===== src/rtl/config_pkg.sv =====
// Shared constants and types for the FIFO read-side byte packer.
package config_pkg;

    localparam int DATA_W = 8;
    localparam int PACK   = 4;
    localparam int CNT_W  = 16;
    localparam int PC_W   = $clog2(PACK + 1);
    localparam int LI_W   = (PACK > 1) ? $clog2(PACK) : 1;

    typedef logic [DATA_W-1:0] lane_t;
    typedef lane_t [PACK-1:0]  word_t;
    typedef logic [PACK-1:0]   keep_t;
    typedef logic [PC_W-1:0]   pcnt_t;

    typedef enum logic {
        S_FILL,
        S_FLUSH
    } state_t;

endpackage


===== src/rtl/pack_out_reg.sv =====
// Valid/ready output holding register for packed words.
module pack_out_reg
    import config_pkg::*;
(
    input  logic  clk,
    input  logic  rst,
    input  logic  move,
    input  word_t in_data,
    input  keep_t in_keep,
    input  logic  in_last,
    input  logic  ready,
    output logic  valid,
    output word_t data,
    output keep_t keep,
    output logic  last,
    output logic  slot_free
);

    assign slot_free = !valid || ready;

    always_ff @(posedge clk or posedge rst) begin
        if (rst) begin
            valid <= 1'b0;
            data  <= '0;
            keep  <= '0;
            last  <= 1'b0;
        end else if (move) begin
            valid <= 1'b1;
            data  <= in_data;
            keep  <= in_keep;
            last  <= in_last;
        end else if (ready) begin
            valid <= 1'b0;
        end
    end

endmodule


===== src/rtl/fifo_rd_packer.sv =====
// Pops bytes from a 1-cycle-latency FIFO and packs PACK of them per word,
// with flush-driven partial words carrying a keep mask and last flag.
module fifo_rd_packer
    import config_pkg::*;
(
    input  logic                   clk,
    input  logic                   rst,
    output logic                   fifo_rd,
    input  logic [DATA_W-1:0]      fifo_dout,
    input  logic                   fifo_empty,
    input  logic                   flush,
    output logic                   m_valid,
    input  logic                   m_ready,
    output logic [DATA_W*PACK-1:0] m_data,
    output logic [PACK-1:0]        m_keep,
    output logic                   m_last,
    output logic [CNT_W-1:0]       word_cnt,
    output logic                   busy
);

    state_t state, state_n;
    pcnt_t  pack_cnt;
    pcnt_t  reserved;
    logic   inflight;
    word_t  lanes;
    word_t  mv_data;
    keep_t  mv_keep;
    word_t  out_data;
    logic   slot_free;
    logic   complete;
    logic   move;

    assign reserved = pack_cnt + pcnt_t'(inflight);
    assign complete = (pack_cnt == pcnt_t'(PACK))
                    || (state == S_FLUSH && !inflight && pack_cnt != '0);
    assign move = complete && slot_free;

    assign fifo_rd = !rst && !fifo_empty && state == S_FILL
                   && (reserved < pcnt_t'(PACK)
                       || (pack_cnt == pcnt_t'(PACK) && move));

    assign busy = (pack_cnt != '0) || inflight || (state == S_FLUSH);

    // Lanes beyond pack_cnt are masked so stale bytes never leak out.
    always_comb begin
        mv_data = '0;
        mv_keep = '0;
        for (int k = 0; k < PACK; k++) begin
            if (pcnt_t'(k) < pack_cnt) begin
                mv_data[k] = lanes[k];
                mv_keep[k] = 1'b1;
            end
        end
    end

    always_comb begin
        state_n = state;
        unique case (state)
            S_FILL:  if (flush && reserved != '0) state_n = S_FLUSH;
            S_FLUSH: if (move || reserved == '0) state_n = S_FILL;
            default: state_n = S_FILL;
        endcase
    end

    always_ff @(posedge clk or posedge rst) begin
        if (rst) begin
            state    <= S_FILL;
            pack_cnt <= '0;
            inflight <= 1'b0;
            lanes    <= '0;
            word_cnt <= '0;
        end else begin
            state    <= state_n;
            inflight <= fifo_rd;
            if (move) begin
                pack_cnt <= '0;
            end else if (inflight) begin
                lanes[pack_cnt[LI_W-1:0]] <= fifo_dout;
                pack_cnt <= pack_cnt + 1'b1;
            end
            if (m_valid && m_ready) word_cnt <= word_cnt + 1'b1;
        end
    end

    pack_out_reg u_out (
        .clk       (clk),
        .rst       (rst),
        .move      (move),
        .in_data   (mv_data),
        .in_keep   (mv_keep),
        .in_last   (state == S_FLUSH),
        .ready     (m_ready),
        .valid     (m_valid),
        .data      (out_data),
        .keep      (m_keep),
        .last      (m_last),
        .slot_free (slot_free)
    );

    assign m_data = out_data;

endmodule


===== config.mk =====
export PLATFORM = sky130hd
export DESIGN_NAME = fifo_rd_packer
export DESIGN_NICKNAME = d
export VERILOG_FILES = /design/src/rtl/config_pkg.sv /design/src/rtl/pack_out_reg.sv /design/src/rtl/fifo_rd_packer.sv
export SDC_FILE = /design/constraint.sdc
export NUM_CORES = 1
export LEC_CHECK = 0
export ABC_AREA = 0
export CAP_MARGIN = 0
export CORE_UTILIZATION = 53
export CTS_CLUSTER_DIAMETER = 150
export DETAILED_ROUTE_END_ITERATION = 7
export GPL_TIMING_DRIVEN = 0
export PLACE_DENSITY = 0.8
export SETUP_SLACK_MARGIN = 0.15
export SLEW_MARGIN = 20
export SYNTH_ARGS = -nofsm -noshare
export SYNTH_HDL_FRONTEND = slang
export SYNTH_HIERARCHICAL = 1
export SYNTH_SLANG_ARGS = --single-unit

===== constraint.sdc =====
create_clock -name clk -period 2.25 [get_ports clk]
set_input_delay 0.45 -clock clk [delete_from_list [all_inputs] [get_ports clk]]
set_output_delay 0.45 -clock clk [all_outputs]
set_load 0.02 [all_outputs]

; After elaboration in Yosys (flattened, before gate mapping)
; Index checks and enable logic that the tools add are counted.
; Widths: inputs -> output; s select.
[totals]
latch_bits = 0
mem_bits_ro = 0
ff_bits = 91
mem_count = 0
word_cells = 72
ramBits = 0
inputBits = 13
out_inout_bits = 56
[op_classes]
n_lt_le_gt_ge = 7
div = 0
eq_ne = 1
shifts = 0
n_mux = 18
bitwise_logic = 2
addsub = 3
reduce_logical = 26
n_mul = 0
[ops]
columns = cell, count
row1 = $mux 8, 5
row2 = $bwmux 32, 1
row3 = $add 16x1->16 const B, 1
row4 = $demux 8 s2, 1
row5 = $logic_and 1x1->1, 10
row6 = $mux 1, 8
row7 = $logic_or 1x1->1, 6
row8 = $lt 1x3->1 const A, 2
row9 = $lt 2x3->1 const A, 2
row10 = $mux 3, 2
row11 = $reduce_bool 3->1, 2
row12 = $logic_not 1->1, 4
row13 = $reduce_bool 2->1, 2
row14 = $add 3x1->3, 1
row15 = $add 3x1->3 const B, 1
row16 = $eq 3x3->1 const B, 1
row17 = $logic_not 3->1, 1
row18 = $lt 2x3->1 const B, 1
row19 = $lt 3x3->1 const B, 1
row20 = $ge 2x1->1 const B, 1
row21 = $not 1->1, 2
row22 = $pmux 1 s2, 1
row23 = $reduce_and 2->1, 1

; Longest topological paths before layout
; Gate-level depths: netlist of the first run.
[depth]
word_depth = 8
ltp_mapped = 8
depth_no_buf = 6

; Cells and area by module
; Netlist of the first run, hierarchy kept.
[by_module_without_submodules]
columns = module, cells_per_inst, seq_area_each_um2, area_each_um2, n_inst
row1 = fifo_rd_packer, 201, 1326.3, 2555.0, 1
row2 = pack_out_reg, 82, 950.9, 1493.9, 1

; Worst setup path before layout of the first run
; Ideal clock, no wire load.
[synth_timing]
path_kind = register -> output
startpoint = register pack_cnt[0]
endpoint = output port fifo_rd
required_ps = 1800
setup_slack_ps = 137
n_path_buf = 0
path_stages_with_launch = 6
arrival_time_ps = 1663
cell_sequence = dfrtp_1 -> ha_1 -> ha_1 -> inv_1 -> o21ai_0 -> nor4_1
[synth_via]
elab_chain_len = 7
word_cells_on_any_way = 10
classes_between = 1 x add/sub / 1 x order compare / 1 x eq/ne / 7 x reduce/logical
[synth_lines]
columns = element, line_no
row1 = "start, declared", fifo_rd_packer.sv:22  ; pcnt_t pack_cnt;
row2 = "start signal, assigned", fifo_rd_packer.sv:79  ; pack_cnt <= pack_cnt + 1'b1;
row3 = branches (longest 5 deep; another with $add 3x1->3), n/a
row4 = $logic_or 1x1->1 (*), fifo_rd_packer.sv:40  ; || (pack_cnt == pcnt_t'(PACK) && move));
row5 = $logic_and 1x1->1 (*), fifo_rd_packer.sv:39  ; && (reserved < pcnt_t'(PACK)
row6 = "end, declared", fifo_rd_packer.sv:8  ; output logic fifo_rd,
; Mark *: on every way between the ends.

; Worst setup path in the final report of the first run
[layout_timing]
startpoint = register pack_cnt[0]
endpoint = output port busy
[layout_via]
elab_chain_len = 3
[layout_lines]
columns = element, line_no
row1 = $reduce_bool 3->1, fifo_rd_packer.sv:42  ; assign busy = (pack_cnt != '0) || inflight || (state == S_FLUSH);
row2 = $logic_or 1x1->1 (2 in series), fifo_rd_packer.sv:42
row3 = "end, declared", fifo_rd_packer.sv:18  ; output logic busy
; Every way passes these cells.

==> key figures, run 1 <==
Critical path
  • Flop-to-flop setup slack: between 150 and 200 ps
  • Worst path bufs/invs: 2
  • Delay-heaviest family, CP: flip-flops
  • FF-to-FF End: u_out/data[11]$_DFFE_PP0P_
  • Critical Path Sink Type: output port
  • CP max stage cell: dfrtp_2
  • Arr. time, crit path: about 1700 ps
  • Worst-path fanout max: 6
  • Setup Crit Path Kind: reg -> out
  • R2R depth: 8
  • Critical Path RT: 1800 ps
  • FF-to-FF Start: pack_cnt[0]$_DFFE_PP0P_
  • Crit-path cells: inv_2, ha_4, or4b_4, buf_6
  • Largest stage delay, worst path: between 400 and 500 ps
  • Startpoint Class: flip-flop

Final layout
  • Share of layout cells above drive strength 1: a little over a third
  • ANT cells: 0
  • Synth-to-layout area growth: 30.9%
  • Nets@finish: slightly below 400
  • Layout fillers: between 400 and 500

Die
  • Die area: 0.00799 sq mm
  • # rows: 31
  • Initial Util: a little under three fifths
  • Core Region: about 0.0073 sq mm
  • Io pins: around 70
  • Die X: 89.4 um
  • Die H: around 89 um

Logic synthesis
  • XOR/XNOR share of the synthesized area: slightly below 4%
  • Post-synthesis adder-cell area fraction: 2.16%
  • Multiplexer share of the synthesized area: between 20% and 30%
  • Syn nets: between 300 and 400
  • Largest family of logic cells by synthesized area: multiplexers
  • Sequential area share after synthesis: ~56%
  • FF+latch count, synth: about 90
  • Synth Area in Compound Gates: 1.11%
  • Simple-Gate Fraction of Synth Area: approximately an eighth
  • Distinct cell type count after synthesis: 39
  • Synth Area per Inst: 14.3 sq um
  • Yosys synthesis warning count: 6
  • Synth area leaders: dfrtp_1, mux2_2, mux2_4
  • Cell Area, Synth: 0.00405 sq mm
  • Largest area contributor in the netlist: dfrtp_1
  • Area share of the leading cell type in the synthesized netlist: 56.2%
  • Post-Syn Instances: about 280

Clocking
  • Num Clock Sinks: 91
  • CTS Buf Count: 9
  • Worst-Skew Late Latency: roughly 350 ps
  • Hold_buf cts: 0
  • Root buffer cell: clkbuf_8
  • CTS tree: yes
  • Clk buf depth: 2
  • H-tree levels: 3
  • Worst-path clk slew: approximately 100 ps

Route
  • DRC: 0
  • Via count: 2465
  • Via density per instance: about 5.1
  • Pre-antenna DRT Iters: 4
  • Initial DRC count: between 80 and 90
  • Post-route ant nets: 0
  • Post-Route WL: around 8.1 mm
  • Drt wl/cell: around 17 um

Timing
  • Period minus WS final: about 2100 ps
  • Setup Total Neg Slack: 0 ps
  • Least-Margin Pin Slew: 658 ps
  • Final Hold Viols: 0
  • Max Clk Rate: approximately 0.47 GHz
  • Hold_ws: ~480 ps
  • Max-slew violations: 0
  • Final clock skew: 14.6 ps
  • Rel. slew slack: around 56%
  • Setup violations, final: 0
  • Fin crit share: between 90% and 100%
  • RSZ-0062 raised after global routing: true

Global routing
  • Initial antenna violation count: 0
  • GR Util All Layers: between 20% and 30%
  • First-pass GRT wire length: between 10 and 15 mm
  • Vias in the first global route: 2484
  • Total gr overflow: 0
  • Largest net degree at the start of global routing: 54

Pwr
  • Total chip power: 7.22 mW
  • Peak supply drop: ~780 uV
  • PD cells: ~1400 mW/mm^2
  • Lkg Pwr: 2.41 nW

Min path
  • Worst min path class: reg -> reg
  • Worst Hold Launch: word_cnt[15]$_DFFE_PP0P_
  • Hold Crit Depth: 1
  • Hold Path End: word_cnt[15]$_DFFE_PP0P_

Status
  • Status: completed

Placement
  • Buffers on Ports: 68
  • RePlAce Congestion: approximately 0.74
  • Placed wire-length estimate: approximately 5.4 mm

Run
  • Max-cap viol count: 0
==> sequential cells by signal (all words and copies together), names as in the netlist <==
name	flops
lanes	32
state	1
u_out/last	1
u_out/data	32
u_out/valid	1
u_out/keep	4
pack_cnt	3
inflight	1
word_cnt	16
==> cells in the final DEF (no fill, tap or decap), types with 5 or more instances in the layout <==
master,n
and2_1,8
buf_4,14
buf_6,5
clkbuf_8,9
clkdlybuf4s50_1,65
dfrtp_1,89
mux2_2,43
mux2_4,27
nand2_1,9
nor2_1,5
nor2b_1,22
xnor2_1,13
xor2_1,5
==> worst reg2reg max path: stages (launching register included) <==
cell and delay, ps:
dfrtp_2 440, inv_2 70, ha_4 180, nor3b_1 210, a21oi_1 90, nor2b_2 250, buf_6 200, buf_6 190
mux2_4 320
==> stage by stage <==
step	cells	area, sq um	utilization (%)	setup WS [ps]
after floorplan	283	4060	-	267
after global placement	450	4860	66.3	-593
after detailed placement	451	4890	66.7	-566
after CTS	475	5230	71.3	26.5
after global routing	481	5300	72.3	56.8
final	481	5300	72.3	110
==> repair_timing <==
item,in CTS,in global routing
setup buffers,8,6
pin swaps,3,1
endpoints found under the setup margin,39,31
gates resized for setup,28,6
hold endpoints to repair,0,0
==> worst max-delay path by stage <==
stage | startpoint | to | slack (ps) | cells past startpoint
3_5_place_dp | m_ready | fifo_rd | -570 | 7
5_1_grt | pack_cnt[0]$_DFFE_PP0P_ | busy | 60 | 4
3_3_place_gp | rst | lanes[25]$_DFFE_PP0P_ | -590 | 2
6_report | pack_cnt[0]$_DFFE_PP0P_ | busy | 110 | 4
4_1_cts | pack_cnt[0]$_DFFE_PP0P_ | fifo_rd | 30 | 7
2_1_floorplan | pack_cnt[0]$_DFFE_PP0P_ | u_out/data[0]$_DFFE_PP0P_ | 270 | 8
==> report_power, final <==
| part | switching (mW) | internal, mW | total, mW |
|---|---|---|---|
| Clock | 0.598 | 0.635 | 1.23 |
| Combinational | 1.49 | 1.84 | 3.33 |
| Sequential | 0.387 | 2.27 | 2.66 |
==> synth_stat cells <==
master,count
nand3_2,3
buf_6,5
a21oi_4,1
nor3_2,1
xor2_1,5
ha_1,7
nor3_1,1
inv_1,8
buf_4,1
mux2i_1,1
and2_1,8
nand2_1,10
clkbuf_1,1
dfrtp_1,91
nor4_4,1
nand2b_1,2
mux2_4,27
nor2_4,1
a21oi_1,3
nor2b_2,1
nand3_1,5
o21ai_0,1
nand4_2,1
nor3b_1,1
nor4_1,1
nor2b_1,22
o32ai_1,1
xnor2_1,13
buf_2,1
nor2_2,1
nor2_1,5
nand4_1,2
and4_1,1
and3_1,2
and2b_1,2
mux2_2,43
nor2b_4,1
or4b_1,1
nand2_2,1
==> metal layers <==
metal	vias up	part of all wire (%)	GRT usage (%)
met1	1266	46	29.7
met3	7	2.5	3.42
met5	-	0	0
met2	42	50	36.1
li1	1150	-	-
met4	0	1.1	7.07
==> cell type report <==
cell class | instances | area (sq um) | share of cell area (%)
inverter | 8 | 32.5 | 0.614
clock inverter | 7 | 101 | 1.91
sequential | 91 | 2280 | 43.0
multi-input combinational | 176 | 1740 | 32.8
timing repair buffer | 83 | 821 | 15.5
clock buffer | 9 | 124 | 2.34
tap | 99 | 124 | 2.34
buffer | 8 | 80.1 | 1.51
==> cell families (layout without fill, tap and decap cells) <==
kind of cell,Yosys count,after routing
multiplexers,71,71
XOR/XNOR,18,18
buffers and inverters,16,115
AND/OR/NAND/NOR,74,74
flip-flops,91,91
adder cells (fa/ha/maj),7,7
AO/OA/AOI/OAI,6,6
Power figures use the tool's default switching activity.
==> inputs of run 2 (changes only) <==
--- a/config.mk
+++ b/config.mk
@@ -7,6 +7,7 @@
 export LEC_CHECK = 0
 export ABC_AREA = 0
 export CAP_MARGIN = 0
+export CORE_MARGIN = 2
 export CORE_UTILIZATION = 53
 export CTS_CLUSTER_DIAMETER = 150
 export DETAILED_ROUTE_END_ITERATION = 7
==> run 2 against run 1 <==
  * Core utilization is 0.58 points lower
  * Combinational power hardly changed
  * First-iteration DRC count is 31% higher
  * Clock power is 15% lower
  * Final cell count is 0.42% higher
  * Sequential power hardly changed
  * Total power is 2.7% lower
  * Highest routed layer unchanged
==> key figures, run 2 (same netlist as run 1, synthesis figures left out) <==
Final layout
  • Nets@finish: 399 (+0.50%)
  • Share of layout cells above drive strength 1: 36.5% (+0.071 points)
  • Final cell count without fillers: 483 (+0.42%)
  • Final core utilization: 71.7% (-0.58 points)
  • Most common cell after layout, fill and taps aside: dfrtp_1
  • Commonest cells after routing, fill and taps aside: dfrtp_1, clkdlybuf4s50_1, mux2_2
  • Synth-to-layout area growth: 29.9%
  • ANT cells: 0 (unchanged)
  • Leading registers by flop count: lanes: 32 flops, u_out/data: 32 flops, word_cnt: 16 flops

Route
  • Pre-antenna DRT Iters: 4 (unchanged)
  • Via density per instance: 5.21 (+1.7%)
  • Initial DRC count: 115 (+31%)
  • Drt wl/cell: 16.7 um (-0.33%)
  • Post-route ant nets: 0 (unchanged)
  • Post-Route WL: 8.09 mm (about the same)
  • DRC: 0 (unchanged)
  • Via count: 2517 (+2.1%)

Critical path
  • Critical Path RT: 1800 ps (about the same)
  • Worst-path fanout max: 3 (-3)
  • Critical Path Sink Type: output port
  • Arr. time, crit path: 1670 ps (-20 ps)
  • Setup Crit Path Kind: reg -> out
  • FF-to-FF Start: pack_cnt[0]$_DFFE_PP0P_
  • Startpoint Class: flip-flop
  • Worst setup path start: pack_cnt[0]$_DFFE_PP0P_

Die
  • Die X: 91.4 um (+2.2%)
  • Io pins: 69 (unchanged)
  • Die area: 0.00835 sq mm (+4.5%)
  • Die H: 91.4 um (+2.2%)
  • Initial Util: 55.2% (unchanged)
  • # rows: 31 (unchanged)
  • Core Region: 0.00733 sq mm (unchanged)

Pwr
  • Clock network power share: 15.0% (-2.1 points)
  • Reg power frac: 37.7% (+0.9 points)
  • Combinational power share: 47.3% (+1.2 points)
  • Switch Pwr: 2.50 mW (+1.2%)
  • PD cells: 1340 mW/mm^2 (-1.9%)
  • Lkg Pwr: 2.39 nW (-0.67%)
  • P_int: 4.52 mW (-4.7%)
  • Switching portion of total power: 35.6% (+1.4 points)
  • Peak supply drop: 784 uV (about the same)

Placement
  • Buffers on Ports: 68 (unchanged)
  • RePlAce Congestion: 0.784 (+5.9%)
  • Placed wire-length estimate: 5.55 mm (+3.5%)
  • Cells after DPL: 451 (unchanged)

Clocking
  • CTS Buf Count: 9 (unchanged)
  • H-tree levels: 3 (unchanged)
  • Worst-Skew Late Latency: 370 ps (+20 ps)
  • Worst-path clk slew: 90 ps (about the same)
  • Clk buf depth: 2 (unchanged)
  • Root buffer cell: clkbuf_8
  • CTS tree: yes
  • Num Clock Sinks: 91 (unchanged)

Run
  • Max-cap viol count: 0 (unchanged)

Global routing
  • Total gr overflow: 0 (unchanged)
  • First-pass GRT wire length: 13.7 mm (+7.3%)
  • Largest net degree at the start of global routing: 54 (unchanged)
  • Vias in the first global route: 2693 (+8.4%)
  • Initial antenna violation count: 0 (unchanged)
  • GR Util All Layers: 21.3% (-0.50 points)

Timing
  • Hold_ws: 498 ps (+13.7 ps)
  • Rel. slew slack: 49.0% (-7.1 points)
  • Max Clk Rate: 0.473 GHz (+1.2%)
  • Period minus WS final: 2120 ps (-24.6 ps)
  • RSZ-0062 raised after global routing: true
  • Least-Margin Pin Slew: 765 ps (+106 ps)
  • Fin crit share: 94.0% (-1.1 points)
  • Final clock skew: 10.5 ps (-4.12 ps)
  • Final Hold Viols: 0 (unchanged)
  • Max-slew violations: 0 (unchanged)
  • Setup violations, final: 0 (unchanged)

Min path
  • Worst min path class: in -> async

Status
  • Status: completed
-- run 2: per-layer routing --
metal | part of all wire (%) | up-vias | track usage [%]
li1 | - | 1159 | -
met1 | 45 | 1290 | 28.7
met2 | 50 | 56 | 33.8
met3 | 3.1 | 12 | 4.90
met4 | 1.7 | 0 | 8.08
met5 | 0 | - | 0
-- run 2: metrics by stage --
| step | area [sq um] | total power, mW | setup TNS [ps] | setup WS (ps) |
|---|---|---|---|---|
| 3_3_place_gp | 4860 | 5.63 | -42140 | -597 |
| 4_1_cts | 5180 | 6.95 | 0 | 19.2 |
| 5_1_grt | 5260 | 7.45 | 0 | 70.4 |
| 2_1_floorplan | 4060 | 4.63 | 0 | 267 |
| 6_report | 5260 | 7.03 | 0 | 135 |
| 3_5_place_dp | 4880 | 5.74 | -8350 | -631 |
-- run 2: power by group through the flow --
stage | combinational (mW) | sequential (mW) | clock, mW
floorplan | 1.66 | 2.98 | 0
global route | 3.56 | 2.74 | 1.14
CTS | 3.23 | 2.65 | 1.08
detailed placement | 3.05 | 2.69 | 0
finish | 3.32 | 2.65 | 1.05
global placement | 2.97 | 2.66 | 0
-- run 2: path summary, 6_finish.rpt --
kind                                              end  slack [ps]  cells past startpoint
hold / removal                u_out/valid$_DFFE_PP0P_         500                      2
setup reg to reg           u_out/data[29]$_DFFE_PP0P_         150                      9
setup / recovery                                 busy         130                      4
max in group asynchronous     pack_cnt[1]$_DFFE_PP0P_        1170                      2
hold reg to reg              word_cnt[15]$_DFFE_PP0P_         500                      1
min in group clk             word_cnt[15]$_DFFE_PP0P_         500                      1
-- run 2: area by class of cell --
cell class / instances / area (sq um)
buffer: 8 / 82.6
clock buffer: 9 / 124
clock inverter: 7 / 60.1
fill: 483 / 2070
inverter: 8 / 35.0
multi-input combinational: 176 / 1740
sequential: 91 / 2280
tap: 99 / 124
timing repair buffer: 85 / 816
-- run 2: timing repair --
item / 4_1_cts / 5_1_grt
buffers inserted: 10 / 6
gates resized for setup: 26 / 9
hold buffers: 0 / 0
setup endpoints to repair: 39 / 31
pin swaps: 3 / 4
cloned: 0 / 0
-- run 2: worst max-delay path, stage by stage, from the launching register on --
cell and delay, ps:
dfrtp_2 460, inv_2 90, ha_4 150, or4b_4 460
buf_6 150
